$ cat config.mk
export PLATFORM = sky130hd
export DESIGN_NAME = pipe_event_counter
export DESIGN_NICKNAME = d
export VERILOG_FILES = /design/src/rtl/pipe_event_counter.sv
export SDC_FILE = /design/constraint.sdc
export NUM_CORES = 1
export LEC_CHECK = 0
export ABC_AREA = 1
export BUFFER_PORTS_ARGS = -buffer_cell sky130_fd_sc_hd__buf_4
export CELL_PAD_IN_SITES_DETAIL_PLACEMENT = 1
export CELL_PAD_IN_SITES_GLOBAL_PLACEMENT = 1
export CORE_MARGIN = 2
export CORE_UTILIZATION = 45
export CTS_CLUSTER_DIAMETER = 30
export DETAILED_ROUTE_END_ITERATION = 6
export GPL_TIMING_DRIVEN = 0
export PLACE_DENSITY_LB_ADDON = 0.08
export SYNTH_ARGS = -nofsm -noshare
export SYNTH_HDL_FRONTEND = slang
export SYNTH_SLANG_ARGS = --single-unit
$ cat constraint.sdc
create_clock -name clk_i -period 3.3 [get_ports clk_i]
set_input_delay 0.33 -clock clk_i [delete_from_list [all_inputs] [get_ports clk_i]]
set_output_delay 0.33 -clock clk_i [all_outputs]
set_load 0.05 [all_outputs]
$ cat src/rtl/pipe_event_counter.sv
// Cycle and event counter bank with a programmable stop limit, an atomic snapshot
// copy of every counter, and a registered read mux over live or shadow values.
module pipe_event_counter #(
  parameter int NUM_EVT  = 4,
  parameter int CNT_W    = 32,
  parameter int SATURATE = 1,
  parameter int SEL_W    = 5
) (
  input  logic               clk_i,
  input  logic               rst_i,
  input  logic               start_i,
  input  logic               clr_i,
  input  logic [NUM_EVT-1:0] evt_i,
  input  logic [CNT_W-1:0]   limit_i,
  input  logic               snap_i,
  input  logic [SEL_W-1:0]   rd_sel_i,
  input  logic               rd_shadow_i,
  output logic [CNT_W-1:0]   rd_data_o,
  output logic [NUM_EVT:0]   ovf_o,
  output logic               running_o,
  output logic               done_o
);

  localparam int NCH = NUM_EVT + 1;
  localparam logic [1:0] S_IDLE = 2'd0;
  localparam logic [1:0] S_RUN  = 2'd1;
  localparam logic [1:0] S_DONE = 2'd2;
  localparam logic [CNT_W-1:0] ALL1 = '1;
  localparam logic [CNT_W-1:0] ONE  = CNT_W'(1);

  logic [1:0]       state, state_nxt;
  logic [CNT_W-1:0] cnt     [NCH];
  logic [CNT_W-1:0] cnt_nxt [NCH];
  logic [CNT_W-1:0] shd     [NCH];
  logic [CNT_W-1:0] shd_nxt [NCH];
  logic [NUM_EVT:0] ovf, ovf_nxt;
  logic [NCH-1:0]   inc;
  logic             counting;
  logic             arm;
  logic             stop;
  logic [CNT_W-1:0] rd_nxt;
  logic [CNT_W-1:0] rd_data_p1;

  function automatic logic [CNT_W-1:0] bump(input logic [CNT_W-1:0] v);
    if (v == ALL1) return (SATURATE != 0) ? ALL1 : '0;
    return v + ONE;
  endfunction

  assign counting = (state == S_RUN) && start_i;
  assign arm      = (state == S_IDLE) && start_i;
  // Channel 0 is the cycle counter and always advances while counting.
  assign inc      = {evt_i, 1'b1} & {NCH{counting}};

  always_comb begin
    for (int k = 0; k < NCH; k++) begin
      cnt_nxt[k] = cnt[k];
      if (clr_i || arm)  cnt_nxt[k] = '0;
      else if (inc[k])   cnt_nxt[k] = bump(cnt[k]);
      shd_nxt[k] = shd[k];
      if (clr_i)         shd_nxt[k] = '0;
      else if (snap_i)   shd_nxt[k] = cnt[k];
      ovf_nxt[k] = clr_i ? 1'b0 : (ovf[k] | (inc[k] && (cnt[k] == ALL1)));
    end
  end

  // A saturated or already-passed count never re-matches, so no late stop.
  assign stop = counting && (limit_i != '0) && (cnt_nxt[0] == limit_i) &&
                (cnt[0] != limit_i);

  always_comb begin
    state_nxt = state;
    case (state)
      S_IDLE:  if (start_i) state_nxt = S_RUN;
      S_RUN:   if (stop) state_nxt = S_DONE;
      S_DONE:  state_nxt = S_DONE;
      default: state_nxt = S_IDLE;
    endcase
    if (clr_i) state_nxt = S_IDLE;
  end

  // Read mux looks at post-edge values so a live read includes this edge's increment.
  always_comb begin
    rd_nxt = '0;
    for (int k = 0; k < NCH; k++) begin
      if (rd_sel_i == SEL_W'(k)) rd_nxt = rd_shadow_i ? shd_nxt[k] : cnt_nxt[k];
    end
  end

  // Register stage: FSM, counters, shadows, flags and read data.
  always_ff @(posedge clk_i or negedge rst_i) begin
    if (!rst_i) begin
      state      <= S_IDLE;
      ovf        <= '0;
      rd_data_p1 <= '0;
      for (int k = 0; k < NCH; k++) begin
        cnt[k] <= '0;
        shd[k] <= '0;
      end
    end else begin
      state      <= state_nxt;
      ovf        <= ovf_nxt;
      rd_data_p1 <= rd_nxt;
      for (int k = 0; k < NCH; k++) begin
        cnt[k] <= cnt_nxt[k];
        shd[k] <= shd_nxt[k];
      end
    end
  end

  assign rd_data_o = rd_data_p1;
  assign ovf_o     = ovf;
  assign running_o = (state == S_RUN);
  assign done_o    = (state == S_DONE);

endmodule
==> results.toml <==
[route]
firstDrtPassIters = 6
drt_wl_total_um = 106000
via_per_inst = 6.25
routedWlPerCell_um = 28.8
vias = 23000
drtIter0Drc = 2762
ant_nets = 0
drc_errors = 0

[placed_design]
dp_slack_ns = -1.15
port_buffers = 82
hpwl_um = 74400
gp_congestion = 1.01

[synth]
syn_area_um2 = 20600
yosys_warnings = 0
synth_seq_area_share_pct = 43.5
ys_seq_elements = 359
syn-num-nets = 2850
synthesis.instances = 2794
syn_area_per_cell_um2 = 7.39
synth.distinct_cells = 55

[clocking]
cts_tree = "yes"
clkSlewWorstSetupHoldPaths_ns = 0.05
cts.path.max_buffers = 3
numCtsBuffers = 98
cts_max_level = 3
cts_num_sinks = 359
clk_latency_ns = 0.64
clock-root-buffer = "clkbuf_16"

[layout]
nets = 3056
fin_util_pct = 57.9
layout_commonest_cell = "nand2_1"
drive_gt1_share_pct = 14.3
final_cell_mix = "nand2_1 (474), nor2_1 (443), dfrtp_1 (357)"
syn_to_final_growth_pct = 27.0

[critical_path]
slowest_stage = "o21ai_1"
crit_path_max_fanout = 10
crit_chain = "inv_1, ha_1, a21oi_4, buf_4, buf_4, buf_2, o21ai_0, o21ai_1, a211oi_2, o211ai_1"
cp.required_ns = 3.84
rrSetupSlack_ns = -0.10
crit_path_end_kind = "flip-flop"
slowest_delay_ns = 0.54
cp_common_cell = "buf_4"
cp.arrival_ns = 3.95
start_kind = "flip-flop"
worst-setup-path-type = "reg -> reg"

[die]
io_pins = 86
die_height_um = 218
row_count = 78
core_um2 = 45300
dieArea_um2 = 47600
die_w_um = 218
start_util_pct = 45.6

[timing]
finalCritPeriodShare_pct = 103
fin_skew_ns = 0.0301
finalMaxSlewViolations = 0
hold_viol = 0
setup_violations = 2
tightest_slew_ns = 1.31
fin_ws_ns = -0.105
relSlewSlack_pct = 11.7
max_clock_freq_mhz = 294
finalCriticalPeriod_ns = 3.40

[grt]
grt.total_usage_pct = 44.5
grt_pass1_wl_um = 155000
antenna_found_initial = 5
grt_start_max_net_pins = 100
grt_pass1_vias = 23600
overflow = 0

[pwr]
finalPower_uw = 16400
peakVddDrop_v = 0.000484
power.leakage_uw = 0.0125
cellPowerDensity_nw_per_um2 = 627

[worst_hold_path]
hold_path_class = "in -> reg"

[outcome]
violations = "setup timing"
outcome = "complete, but fails checks"

[job]
cap_viol_max_count = 0
[worst paths after layout]
| path | from | endpoint | cells after the start |
|---|---|---|---|
| setup / recovery | state[0] | rd_data_o[6] | 10 |
| hold / removal | clr_i | ovf_o[2] | 2 |
| setup reg to reg | state[0] | rd_data_o[6] | 10 |
| hold reg to reg | ovf_o[3] | ovf_o[3] | 1 |
| max in group asynchronous | rst_i | cnt[27] | 4 |
| min in group asynchronous | rst_i | state[1] | 2 |
[layer usage]
| metal | up-vias | part of all wire (%) | track usage (%) |
|---|---|---|---|
| met3 | 371 | 11 | 12.8 |
| li1 | 9602 | - | - |
| met1 | 11600 | 40 | 58.3 |
| met2 | 1416 | 43 | 65.5 |
| met5 | - | 0.051 | 0 |
| met4 | 8 | 6.3 | 25.6 |
[stage by stage]
stage                     hold slack, ns  TNS [ns]  instance area (um^2)  std cells
final                             0.0723    -0.137                 26200       3684
after global routing              0.0673   -0.0665                 26200       3682
after CTS                         0.0574         0                 26000       3677
after detailed placement           0.355    -24.86                 22100       3481
after global placement             0.478   -657.82                 22000       3476
after floorplan                   0.0344         0                 20600       2794
[kinds of logic after synthesis]
family                     after synthesis  share of synthesized area (%)
xor gates and xnor gates               114                           4.84
and+or+nand+nor                       1262                           27.1
adders and majority gates                9                          0.545
DFF                                    359                           43.5
buffers and inverters                  440                           8.29
AOI/OAI and AO/OA                      610                           15.8
[state kept, by name, indices dropped and copies added, names as in the netlist]
name	count
cnt	160
ovf_o	5
rd_data_o	32
shd	160
state	2
[area by class of cell]
type,instances,area (um^2)
timing repair buffer,106,883
fill,5585,19100
antenna,2,5.00
clock buffer,127,2780
multi-input combinational,1995,10300
clock inverter,55,776
inverter,305,1160
sequential,359,8990
tap,600,751
buffer,135,596
[cells in the mapped netlist, drive strengths merged]
cell | n | share of area [%]
a211oi | 13 | 0.47
a21boi | 1 | 0.036
a21o | 1 | 0.036
a21oi | 181 | 4.4
a31o | 1 | 0.042
a31oi | 12 | 0.39
and3 | 1 | 0.030
buf | 31 | 0.84
clkbuf | 104 | 1.9
clkinv | 6 | 0.12
dfrtp | 359 | 44
ha | 9 | 0.55
inv | 299 | 5.4
nand2 | 489 | 9.1
nand3 | 144 | 3.6
nand3b | 17 | 0.62
nand4 | 53 | 1.8
nor2 | 474 | 9.3
nor3 | 59 | 1.8
nor4 | 16 | 0.56
o2111ai | 1 | 0.042
o211ai | 20 | 0.73
o21a | 3 | 0.11
o21ai | 354 | 8.6
o21bai | 2 | 0.073
o221ai | 11 | 0.47
o22ai | 8 | 0.24
o31ai | 2 | 0.073
or2 | 8 | 0.24
or3 | 1 | 0.030
xnor2 | 50 | 2.1
xor2 | 64 | 2.7
[what timing repair did]
| item | 4_1_cts | 5_1_grt |
|---|---|---|
| pin swaps | 11 | 11 |
| gates cloned | 0 | 1 |
| hold buffers | 1 | 0 |
| endpoints found under the hold margin | 76 | 0 |
| resized for setup | 59 | 50 |
| setup buffers | 13 | 4 |
| setup endpoints to repair | 60 | 29 |
[where the power goes]
group,internal [uW],switching [uW]
combinational,349,1220
sequential,4540,59.0
clock,7200,3070
[worst max-delay path: cells and delay by family, from the launching register on]
family	cells	cell delay, ns
AO/OA/AOI/OAI	5	1.58
buffers and inverters	4	1.04
flip-flops	1	0.41
adder cells (fa/ha/maj)	1	0.26
No activity file was read; power rests on OpenSTA's default activity.
